## config.mk

```make
export PLATFORM = sky130hd
export DESIGN_NAME = dspm_req_splitter_flat
export DESIGN_NICKNAME = d
export VERILOG_FILES = /design/src/rtl/dspm_req_splitter_if.sv /design/src/rtl/dspm_req_splitter.sv /design/src/flat_wrapper.sv
export SDC_FILE = /design/constraint.sdc
export NUM_CORES = 1
export LEC_CHECK = 0
export CELL_PAD_IN_SITES_DETAIL_PLACEMENT = 1
export CELL_PAD_IN_SITES_GLOBAL_PLACEMENT = 2
export CORE_AREA = 2 2 466 468
export DETAILED_ROUTE_END_ITERATION = 8
export DIE_AREA = 0 0 468 470
export GPL_ROUTABILITY_DRIVEN = 1
export PLACE_DENSITY_LB_ADDON = 0.15
export SETUP_SLACK_MARGIN = 0.1
export SLEW_MARGIN = 20
export SYNTH_ARGS = -nofsm -noshare
export SYNTH_HDL_FRONTEND = slang
export SYNTH_SLANG_ARGS = --single-unit
```

## constraint.sdc

```tcl
create_clock -name clk_i -period 5.8 [get_ports clk_i]
set_input_delay 0.87 -clock clk_i [delete_from_list [all_inputs] [get_ports clk_i]]
set_output_delay 0.87 -clock clk_i [all_outputs]
set_load 0.01 [all_outputs]
```

## src/rtl/dspm_req_splitter_if.sv

```systemverilog
// Shared request/response types and the bundled port interface between the
// load/store unit ports, the splitter and the SPM controller.

package dspm_pkg;

    localparam int unsigned INDEX_W = 12;
    localparam int unsigned TAG_W   = 44;
    localparam int unsigned DATA_W  = 64;
    localparam int unsigned BE_W    = DATA_W / 8;

    typedef struct packed {
        logic [INDEX_W-1:0] address_index;
        logic [TAG_W-1:0]   address_tag;
        logic [DATA_W-1:0]  data_wdata;
        logic [BE_W-1:0]    data_be;
        logic               data_we;
        logic               data_req;
        logic               tag_valid;
        logic               kill_req;
    } dcache_req_i_t;

    typedef struct packed {
        logic               data_gnt;
        logic               data_rvalid;
        logic [DATA_W-1:0]  data_rdata;
    } dcache_req_o_t;

endpackage

interface dspm_req_splitter_if
    import dspm_pkg::*;
#(
    parameter int unsigned NR_PORTS = 3
);

    dcache_req_i_t [NR_PORTS-1:0] req_ports_i;
    dcache_req_o_t [NR_PORTS-1:0] req_ports_o;
    dcache_req_i_t [NR_PORTS-1:0] spm_req_ports_o;
    dcache_req_o_t [NR_PORTS-1:0] spm_req_ports_i;

    // Splitter side: takes upstream requests and controller responses.
    modport slave (
        input  req_ports_i,
        output req_ports_o,
        output spm_req_ports_o,
        input  spm_req_ports_i
    );

    // Environment side: the load/store unit and the SPM controller together.
    modport master (
        output req_ports_i,
        input  req_ports_o,
        input  spm_req_ports_o,
        output spm_req_ports_i
    );

endinterface

```

## src/rtl/dspm_req_splitter.sv

```systemverilog
// Turns the two-phase load / single-phase store protocol of each LSU port into
// a held, single-phase combined request for the SPM controller, and routes the
// controller response back upstream. One independent FSM per port.

module dspm_req_splitter
    import dspm_pkg::*;
#(
    parameter int unsigned NR_PORTS = 3
) (
    input  logic                clk_i,
    input  logic                rst_ni,
    dspm_req_splitter_if.slave  bus
);

    typedef enum logic [2:0] {
        IDLE,
        WAIT_TAG,
        RD_REQ,
        WR_REQ,
        RESP
    } state_e;

    for (genvar g = 0; g < NR_PORTS; g++) begin : gen_port

        state_e             r_state;
        state_e             w_next;
        logic [INDEX_W-1:0] r_index;
        logic [TAG_W-1:0]   r_tag;
        logic [DATA_W-1:0]  r_wdata;
        logic [BE_W-1:0]    r_be;
        logic               r_we;
        logic               r_killed;
        logic [DATA_W-1:0]  r_rdata;

        dcache_req_i_t      w_up_req;
        dcache_req_o_t      w_up_rsp;
        dcache_req_i_t      w_spm_req;
        dcache_req_o_t      w_spm_rsp;

        assign w_up_req               = bus.req_ports_i[g];
        assign w_spm_rsp              = bus.spm_req_ports_i[g];
        assign bus.req_ports_o[g]     = w_up_rsp;
        assign bus.spm_req_ports_o[g] = w_spm_req;

        // State register; an asynchronous reset drops any outstanding request at once.
        always_ff @(posedge clk_i or negedge rst_ni) begin
            if (!rst_ni) begin
                r_state <= IDLE;
            end else begin
                r_state <= w_next;
            end
        end

        // Capture request fields on accept, the tag on tag_valid, and read data / kill status while reading.
        always_ff @(posedge clk_i or negedge rst_ni) begin
            if (!rst_ni) begin
                r_index  <= '0;
                r_tag    <= '0;
                r_wdata  <= '0;
                r_be     <= '0;
                r_we     <= 1'b0;
                r_killed <= 1'b0;
                r_rdata  <= '0;
            end else begin
                case (r_state)
                    IDLE: begin
                        if (w_up_req.data_req) begin
                            r_index <= w_up_req.address_index;
                            r_we    <= w_up_req.data_we;
                            if (w_up_req.data_we) begin
                                r_tag   <= w_up_req.address_tag;
                                r_wdata <= w_up_req.data_wdata;
                                r_be    <= w_up_req.data_be;
                            end
                        end
                    end
                    WAIT_TAG: begin
                        if (!w_up_req.kill_req && w_up_req.tag_valid) begin
                            r_tag <= w_up_req.address_tag;
                        end
                    end
                    RD_REQ: begin
                        if (w_spm_rsp.data_rvalid) begin
                            r_killed <= 1'b0;
                            if (!(r_killed || w_up_req.kill_req)) begin
                                r_rdata <= w_spm_rsp.data_rdata;
                            end
                        end else if (w_up_req.kill_req) begin
                            r_killed <= 1'b1;
                        end
                    end
                    default: begin
                    end
                endcase
            end
        end

        // Next state plus both response and request outputs; only the upstream grant looks at live inputs.
        always_comb begin
            w_next    = r_state;
            w_up_rsp  = '0;
            w_spm_req = '0;
            case (r_state)
                IDLE: begin
                    if (w_up_req.data_req) begin
                        w_up_rsp.data_gnt = 1'b1;
                        w_next = w_up_req.data_we ? WR_REQ : WAIT_TAG;
                    end
                end
                WAIT_TAG: begin
                    if (w_up_req.kill_req) begin
                        w_next = IDLE;
                    end else if (w_up_req.tag_valid) begin
                        w_next = RD_REQ;
                    end
                end
                RD_REQ: begin
                    w_spm_req.data_req      = 1'b1;
                    w_spm_req.data_we       = r_we;
                    w_spm_req.data_be       = '1;
                    w_spm_req.address_index = r_index;
                    w_spm_req.address_tag   = r_tag;
                    if (w_spm_rsp.data_rvalid) begin
                        w_next = (r_killed || w_up_req.kill_req) ? IDLE : RESP;
                    end
                end
                WR_REQ: begin
                    w_spm_req.data_req      = 1'b1;
                    w_spm_req.data_we       = r_we;
                    w_spm_req.data_be       = r_be;
                    w_spm_req.data_wdata    = r_wdata;
                    w_spm_req.address_index = r_index;
                    w_spm_req.address_tag   = r_tag;
                    if (w_spm_rsp.data_gnt) begin
                        w_next = IDLE;
                    end
                end
                RESP: begin
                    w_up_rsp.data_rvalid = 1'b1;
                    w_up_rsp.data_rdata  = r_rdata;
                    w_next = IDLE;
                end
                default: begin
                    w_next = IDLE;
                end
            endcase
        end

    end

endmodule

```

## src/flat_wrapper.sv

```systemverilog
// flat-port wrapper written by rule: the top's interface ports become plain ports
module dspm_req_splitter_flat import dspm_pkg::*;
#(
    parameter int unsigned NR_PORTS = 3
)
  (clk_i, rst_ni, bus_req_ports_i, bus_req_ports_o, bus_spm_req_ports_o, bus_spm_req_ports_i);
  dspm_req_splitter_if #(.NR_PORTS(NR_PORTS)) bus_i ();
  input  logic clk_i;
  input  logic rst_ni;
  input wire logic [$bits(bus_i.req_ports_i)-1:0] bus_req_ports_i;
  output wire logic [$bits(bus_i.req_ports_o)-1:0] bus_req_ports_o;
  output wire logic [$bits(bus_i.spm_req_ports_o)-1:0] bus_spm_req_ports_o;
  input wire logic [$bits(bus_i.spm_req_ports_i)-1:0] bus_spm_req_ports_i;
  assign bus_i.req_ports_i = bus_req_ports_i;
  assign bus_req_ports_o = bus_i.req_ports_o;
  assign bus_spm_req_ports_o = bus_i.spm_req_ports_o;
  assign bus_i.spm_req_ports_i = bus_spm_req_ports_i;
  dspm_req_splitter #(.NR_PORTS(NR_PORTS)) u_core (.clk_i(clk_i), .rst_ni(rst_ni), .bus(bus_i));
endmodule
```

==> impl_metrics.env, run 1 <==
export IMPL_max_clock_path_buffers=3
export IMPL_post_route_period_util=0.783
export IMPL_synthToLayoutAreaGrowth_pct=68.7
export IMPL_leakage_nw=18.2
export IMPL_criticalPathCategory="reg -> out"
export IMPL_yosys_area_share_simple=0.143
export IMPL_antenna_found_initial=87
export IMPL_final_net_count=3734
export IMPL_postSynthRegisterBits=591
export IMPL_first_pass_grt_wire_length_um=205000
export IMPL_placed_cells=5900
export IMPL_coreArea_sq_um=216000
export IMPL_dieHeight_um=470
export IMPL_number_of_global_route_vias_before_repair=22365
export IMPL_synth_adder_area_share=0
export IMPL_footprint_of_the_multi_input_gates_sq_um=10700
export IMPL_crit_path_start_kind="flip-flop"
export IMPL_internal_power_mw=13.5
export IMPL_cts_htree_levels=3
export IMPL_numPortBuffers=1183
export IMPL_design_portCount=1190
export IMPL_post_drt_wl_per_cell_um=25.1
export IMPL_cp_required_ns=4.93
export IMPL_post_layout_nonfiller_instances=6088
export IMPL_worstPathMaxFanout=53
export IMPL_synth_top_family_by_area="multiplexers"
export IMPL_cts_root_buffer="sky130_fd_sc_hd__clkbuf_16"
export IMPL_dr_total_vias=20602
export IMPL_outcome="finished clean"
export IMPL_cts_hold_buf=0
export IMPL_grt_use_total=0.135
export IMPL_timing_final_crit_period_ns=4.54
export IMPL_tightestPinTransition_ns=0.987
export IMPL_tritoncts_clock_tree="done"
export IMPL_dp_hpwl_um=118000
export IMPL_post_synth_mux_area_share=0.247
export IMPL_total_switching_power_mw=6.80
export IMPL_post_place_ws_ns=1.92
export IMPL_routed_wirelength_um=153000
export IMPL_clock_power_share=0.274
export IMPL_clk_transition_reported_paths_ns=0.06
export IMPL_share_comb_of_total_power=0.356
export IMPL_setup_worst_path_end_class="output port"
export IMPL_max_freq_mhz=220
export IMPL_synth_xor_area_frac=0
export IMPL_cts_inserted_buffers=89
export IMPL_use_met2=0.232
export IMPL_netlist_top_cells_count="591 x sky130_fd_sc_hd__dfrtp_1, 573 x sky130_fd_sc_hd__mux2_2, 360 x sky130_fd_sc_hd__and2_1, 192 x sky130_fd_sc_hd__and3_1, 86 x sky130_fd_sc_hd__clkbuf_1"
export IMPL_syn_instance_count=1974
export IMPL_synth_compound_gate_area_share=0.0122
export IMPL_power_share_switching=0.334
export IMPL_post_cts_resized_instances=0
export IMPL_postPlaceCellArea_sq_um=41300
export IMPL_utilization=0.206
export IMPL_std_cell_rows=171
export IMPL_clock_insertion_delay_worst_skew_ns=0.72
export IMPL_met3_usage=0.0620
export IMPL_post_synth_top_area_fraction=0.563
export IMPL_route_detailed_drc=0
export IMPL_finalInstanceArea_sq_um=44300
export IMPL_pwr_density_cell_nw_per_um2=459
export IMPL_fraction_of_synthesis_flops_using_an_asynchronous_set_or_reset_pin=1.00
export IMPL_post_drt_via_cell_ratio=3.38
export IMPL_slew_viol_final=0
export IMPL_grt_max_degree=108
export IMPL_total_count_of_hold_check_failures_in_the_final_report=0
export IMPL_fin_worst_hold_slack_ns=0.167
export IMPL_fill_cells=24087
export IMPL_seq_power_share=0.370
export IMPL_post_synthesis_cell_area_sq_um=26300
export IMPL_synth_yosys_seq_area_share=0.563
export IMPL_globalRouteMet1Util=0.152
export IMPL_worst_slack_ns=1.26
export IMPL_ir_worst_vdd_v=0.000199
export IMPL_skew_ns=0.0392
export IMPL_hold_path_class="in -> async"
export IMPL_ys_flop_type="sky130_fd_sc_hd__dfrtp_1"
export IMPL_number_of_distinct_library_cells_after_synthesis=38
export IMPL_cts_sink_count=591
export IMPL_floorplan_initialDensity=0.122
export IMPL_syn_avg_cell_area_sq_um=13.3
export IMPL_initialDrtViolationCount=609
export IMPL_sequential_cell_area_sq_um=14800
export IMPL_yosys_warnings=0
export IMPL_setup_violations=0
export IMPL_yosys_area_top_type="sky130_fd_sc_hd__dfrtp_1"
export IMPL_rsz0062_at_grt="no"
export IMPL_global_route_peak_usage_layer="met2"
export IMPL_residual_overflow_from_global_routing=0
export IMPL_yosysMostFrequentCell="sky130_fd_sc_hd__dfrtp_1"
export IMPL_finalSetupTns_ns=0
export IMPL_gp_congestion=0.778
export IMPL_postRouteAntennaNets=0
export IMPL_post_route_cells_drive_above_1_share=0.241
export IMPL_design_die_area_sq_um=220000
export IMPL_totalPowerFinal_mw=20.3
export IMPL_timing_slew_headroom=0.342
export IMPL_timing_critical_path_arrival_ns=3.67
export IMPL_post_cts_setup_bufs=0
export IMPL_die_width_um=468
export IMPL_synth_edff_count=0
export IMPL_max_cap_violations=0
export IMPL_post_synth_main_area_contributors="sky130_fd_sc_hd__dfrtp_1 56%, sky130_fd_sc_hd__mux2_2 25%, sky130_fd_sc_hd__and2_1 8.6%"
export IMPL_drtPass1Iterations=6
## cells by family after synthesis
| family | count (synthesis) |
|---|---|
| simple gates | 592 |
| flops | 591 |
| mux | 576 |
| buf+inv | 170 |
| compound gates | 44 |
| other cells | 1 |
## layout make-up
class / count / share of cell area
clock inverters: 25 / 0.00627
clock buffers: 134 / 0.0602
inverters: 19 / 0.00164
repair buffers: 1219 / 0.275
multi-input cells: 1218 / 0.241
well taps: 2854 / 0.0806
diodes: 28 / 0.00158
flip-flops and latches: 591 / 0.334
## power groups by stage
stage | logic, mW | clock network [mW] | registers (mW)
final | 7.24 | 5.56 | 7.52
after global routing | 7.87 | 5.98 | 7.81
after global placement | 7.32 | 0 | 7.61
after detailed placement | 7.39 | 0 | 7.62
after CTS | 7.41 | 5.88 | 7.56
after floorplan | 4.04 | 0 | 6.82
## metal layers
| layer | up-vias | share of wire |
|---|---|---|
| li1 | 9128 | - |
| met1 | 10373 | 0.39 |
| met2 | 816 | 0.49 |
| met3 | 237 | 0.10 |
| met4 | 48 | 0.019 |
| met5 | - | 0.0019 |
## critical path, stage by stage (launching register included)
cell                              delay, ns
sky130_fd_sc_hd__dfrtp_1               0.54
sky130_fd_sc_hd__nand2b_1              0.32
sky130_fd_sc_hd__inv_2                 0.76
sky130_fd_sc_hd__buf_4                 0.50
sky130_fd_sc_hd__and3_1                0.24
sky130_fd_sc_hd__clkdlybuf4s50_1       0.56
## worst paths after layout
kind	start	cells past startpoint	slack, ns	end
worst max-delay path	u_core.gen_port[1].r_state[1]	5	1.26	bus_spm_req_ports_o[178]
worst min-delay path	rst_ni	1	0.17	u_core.gen_port[0].r_wdata[40]
worst max register to register	u_core.gen_port[2].r_state[0]	5	2.67	u_core.gen_port[2].r_rdata[2]
worst min register to register	u_core.gen_port[2].r_rdata[9]	1	0.49	u_core.gen_port[2].r_rdata[9]
max in group asynchronous	rst_ni	2	4.25	u_core.gen_port[1].r_rdata[9]
min in group clk_i	u_core.gen_port[2].r_rdata[9]	1	0.49	u_core.gen_port[2].r_rdata[9]
## sequential cells by signal (all words and copies together) (netlist names)
signal	count
u_core.gen_port.r_wdata	192
u_core.gen_port.r_be	24
u_core.gen_port.r_killed	3
u_core.gen_port.r_we	3
u_core.gen_port.r_state	9
u_core.gen_port.r_rdata	192
u_core.gen_port.r_index	36
u_core.gen_port.r_tag	132
## placed cells by master (no fill, tap or decap), types with 2 or more instances in the layout
cell | synthesis | final
sky130_fd_sc_hd__a21o_1 | 2 | 2
sky130_fd_sc_hd__and3_1 | 192 | 192
sky130_fd_sc_hd__nor2b_1 | 4 | 3
sky130_fd_sc_hd__inv_1 | 17 | 14
sky130_fd_sc_hd__o21a_1 | 16 | 16
sky130_fd_sc_hd__nor3b_2 | 0 | 3
sky130_fd_sc_hd__clkbuf_16 | 0 | 91
sky130_fd_sc_hd__clkbuf_1 | 86 | 20
sky130_fd_sc_hd__clkinv_1 | 2 | 2
sky130_fd_sc_hd__a31oi_1 | 3 | 3
sky130_fd_sc_hd__diode_2 | 0 | 28
sky130_fd_sc_hd__buf_4 | 6 | 29
sky130_fd_sc_hd__clkbuf_8 | 0 | 23
sky130_fd_sc_hd__clkinv_4 | 0 | 3
sky130_fd_sc_hd__a21oi_1 | 12 | 12
sky130_fd_sc_hd__and2_1 | 360 | 360
sky130_fd_sc_hd__clkinv_2 | 0 | 16
sky130_fd_sc_hd__nor2_1 | 6 | 6
sky130_fd_sc_hd__mux2_2 | 573 | 573
sky130_fd_sc_hd__buf_12 | 0 | 7
sky130_fd_sc_hd__nor3b_1 | 6 | 3
sky130_fd_sc_hd__dfrtp_1 | 591 | 588
sky130_fd_sc_hd__o21ai_0 | 4 | 4
sky130_fd_sc_hd__bufinv_16 | 0 | 2
sky130_fd_sc_hd__nand2_1 | 4 | 3
sky130_fd_sc_hd__mux2_1 | 3 | 3
sky130_fd_sc_hd__nand2b_1 | 7 | 7
sky130_fd_sc_hd__nor4b_4 | 3 | 3
sky130_fd_sc_hd__clkdlybuf4s50_1 | 0 | 1182
sky130_fd_sc_hd__inv_16 | 0 | 2
sky130_fd_sc_hd__nand3_4 | 0 | 2
sky130_fd_sc_hd__conb_1 | 1 | 6
sky130_fd_sc_hd__clkinv_16 | 0 | 2
sky130_fd_sc_hd__inv_2 | 0 | 2
sky130_fd_sc_hd__dfrtp_2 | 0 | 3
sky130_fd_sc_hd__nand2_4 | 0 | 3
(Power assumes the default switching activity.)
==> run 2: changes to the inputs <==
==> constraint.sdc (replaced) <==
create_clock -name clk_i -period 4.6 [get_ports clk_i]
set_input_delay 0.69 -clock clk_i [delete_from_list [all_inputs] [get_ports clk_i]]
set_output_delay 0.69 -clock clk_i [all_outputs]
set_load 0.01 [all_outputs]
==> run 2 against run 1 <==
Against the previous run: sequential cell count is the same; highest routed layer unchanged; clock skew down 0.0050 ns; register-to-register slack worse by 1.1 ns; first-iteration DRC count increased by 36%; global-route usage shrank 0.074 points; final area is 0.43% higher; clock-buffer cell count grew 4; sequential power up 26%; cell count rose by 0.25%; clock power is 29% higher; worst hold slack worse by 0.12 ns.
==> impl_metrics.env, run 2 (same netlist as run 1, synthesis figures left out) <==
export IMPL_layout_cells_most_common="sky130_fd_sc_hd__clkdlybuf4s50_1"
export IMPL_numPortBuffers=1183
export IMPL_dieHeight_um=470
export IMPL_dp_hpwl_um=118000
export IMPL_finalSetupTns_ns=0
export IMPL_synthToLayoutAreaGrowth_pct=69.5
export IMPL_hold_path_class="in -> async"
export IMPL_footprint_of_the_multi_input_gates_sq_um=10700
export IMPL_total_count_of_hold_check_failures_in_the_final_report=0
export IMPL_outcome="finished clean"
export IMPL_pwr_density_cell_nw_per_um2=577
export IMPL_leakage_nw=18.3
export IMPL_post_cts_resized_instances=0
export IMPL_critical_path_cell_chain="nand2b_1 -> clkinv_2 -> buf_12 -> and3_1 -> clkdlybuf4s50_1"
export IMPL_post_drt_wl_per_cell_um=24.9
export IMPL_setup_worst_path_end_class="output port"
export IMPL_clk_transition_reported_paths_ns=0.05
export IMPL_cts_root_buffer="sky130_fd_sc_hd__clkbuf_16"
export IMPL_antenna_found_initial=91
export IMPL_cts_hold_buf=0
export IMPL_top_regs="u_core.gen_port.r_rdata (192), u_core.gen_port.r_wdata (192), u_core.gen_port.r_tag (132)"
export IMPL_crit_path_start_kind="flip-flop"
export IMPL_residual_overflow_from_global_routing=0
export IMPL_design_portCount=1190
export IMPL_floorplan_initialDensity=0.122
export IMPL_post_drt_via_cell_ratio=3.40
export IMPL_setup_violations=0
export IMPL_worst_path_slowest_cell="sky130_fd_sc_hd__clkinv_2"
export IMPL_std_cell_rows=171
export IMPL_grt_use_total=0.134
export IMPL_seq_power_share=0.369
export IMPL_routed_wirelength_um=152000
export IMPL_cts_htree_levels=3
export IMPL_postRouteAntennaNets=0
export IMPL_post_route_period_util=0.874
export IMPL_design_die_area_sq_um=220000
export IMPL_final_net_count=3747
export IMPL_sequential_cell_area_sq_um=14800
export IMPL_timing_critical_path_arrival_ns=3.33
export IMPL_cts_sink_count=591
export IMPL_clock_power_share=0.280
export IMPL_grt_max_degree=83
export IMPL_power_share_switching=0.327
export IMPL_layout_common_cells="1182 x sky130_fd_sc_hd__clkdlybuf4s50_1, 588 x sky130_fd_sc_hd__dfrtp_1, 573 x sky130_fd_sc_hd__mux2_2"
export IMPL_total_switching_power_mw=8.41
export IMPL_post_route_cells_drive_above_1_share=0.244
export IMPL_cts_inserted_buffers=92
export IMPL_slowest_delay_ns=0.69
export IMPL_die_width_um=468
export IMPL_gp_congestion=0.791
export IMPL_slew_viol_final=0
export IMPL_tritoncts_clock_tree="done"
export IMPL_totalPowerFinal_mw=25.7
export IMPL_rsz0062_at_grt="no"
export IMPL_dr_total_vias=20741
export IMPL_cp_required_ns=3.91
export IMPL_initialDrtViolationCount=831
export IMPL_first_pass_grt_wire_length_um=205000
export IMPL_route_detailed_drc=0
export IMPL_max_clock_path_buffers=3
export IMPL_ir_worst_vdd_v=0.000282
export IMPL_fin_worst_hold_slack_ns=0.0476
export IMPL_utilization=0.206
export IMPL_internal_power_mw=17.3
export IMPL_timing_slew_headroom=0.396
export IMPL_skew_ns=0.0342
export IMPL_max_cap_violations=0
export IMPL_timing_final_crit_period_ns=4.02
export IMPL_number_of_global_route_vias_before_repair=22391
export IMPL_fill_cells=24141
export IMPL_drtPass1Iterations=4
export IMPL_coreArea_sq_um=216000
export IMPL_clock_insertion_delay_worst_skew_ns=0.71
export IMPL_post_cts_setup_bufs=0
export IMPL_max_freq_mhz=249
export IMPL_worstPathMaxFanout=70
export IMPL_share_comb_of_total_power=0.352
export IMPL_tightestPinTransition_ns=0.906
export IMPL_criticalPathCategory="reg -> out"
==> run 2: metrics by stage <==
step	instance area, sq um	setup slack [ns]	instances
after global routing	44400	0.261	6077
after detailed placement	41400	1.23	5911
after CTS	44400	0.392	6074
after global placement	41400	1.29	5911
final	44500	0.581	6103
after floorplan	26300	2.36	1979
==> run 2: layer usage <==
metal,vias up,share of wire,GRT usage
met5,-,0.0022,0
met2,827,0.48,0.228
met1,10453,0.40,0.155
met4,54,0.019,0.0264
met3,253,0.099,0.0598
li1,9154,-,-
==> run 2: path summary, 6_finish.rpt <==
path	from	end	slack, ns	depth (start not counted)
min reg2reg	u_core.gen_port[2].r_rdata[45]	u_core.gen_port[2].r_rdata[45]	0.49	1
max	u_core.gen_port[2].r_state[2]	bus_spm_req_ports_o[315]	0.58	5
min	rst_ni	u_core.gen_port[0].r_wdata[35]	0.05	1
max reg2reg	u_core.gen_port[0].r_state[2]	u_core.gen_port[0].r_rdata[22]	1.54	5
max in group asynchronous	rst_ni	u_core.gen_port[1].r_wdata[35]	3.27	2
min in group clk_i	u_core.gen_port[2].r_rdata[45]	u_core.gen_port[2].r_rdata[45]	0.49	1
==> run 2: worst max-delay path: cells and delay by family, from the launching register on <==
kind | cells | cell delay [ns]
buffers and inverters | 3 | 1.69
DFF | 1 | 0.44
and+or+nand+nor | 2 | 0.46
==> run 2: cell type report <==
cell class | instances | area share
Sequential cell | 591 | 0.332
Inverter | 19 | 0.00163
Antenna cell | 29 | 0.00163
Clock inverter | 25 | 0.00602
Tap cell | 2854 | 0.0802
Multi-Input combinational cell | 1218 | 0.240
Timing Repair Buffer | 1229 | 0.276
Clock buffer | 138 | 0.0622
==> run 2: power groups by stage <==
stage	logic [mW]	registers, mW	clock network (mW)
5_1_grt	9.84	9.83	7.75
6_report	9.05	9.47	7.18
2_1_floorplan	5.10	8.60	0
4_1_cts	9.29	9.52	7.58
3_5_place_dp	9.25	9.59	0
3_3_place_gp	9.14	9.56	0
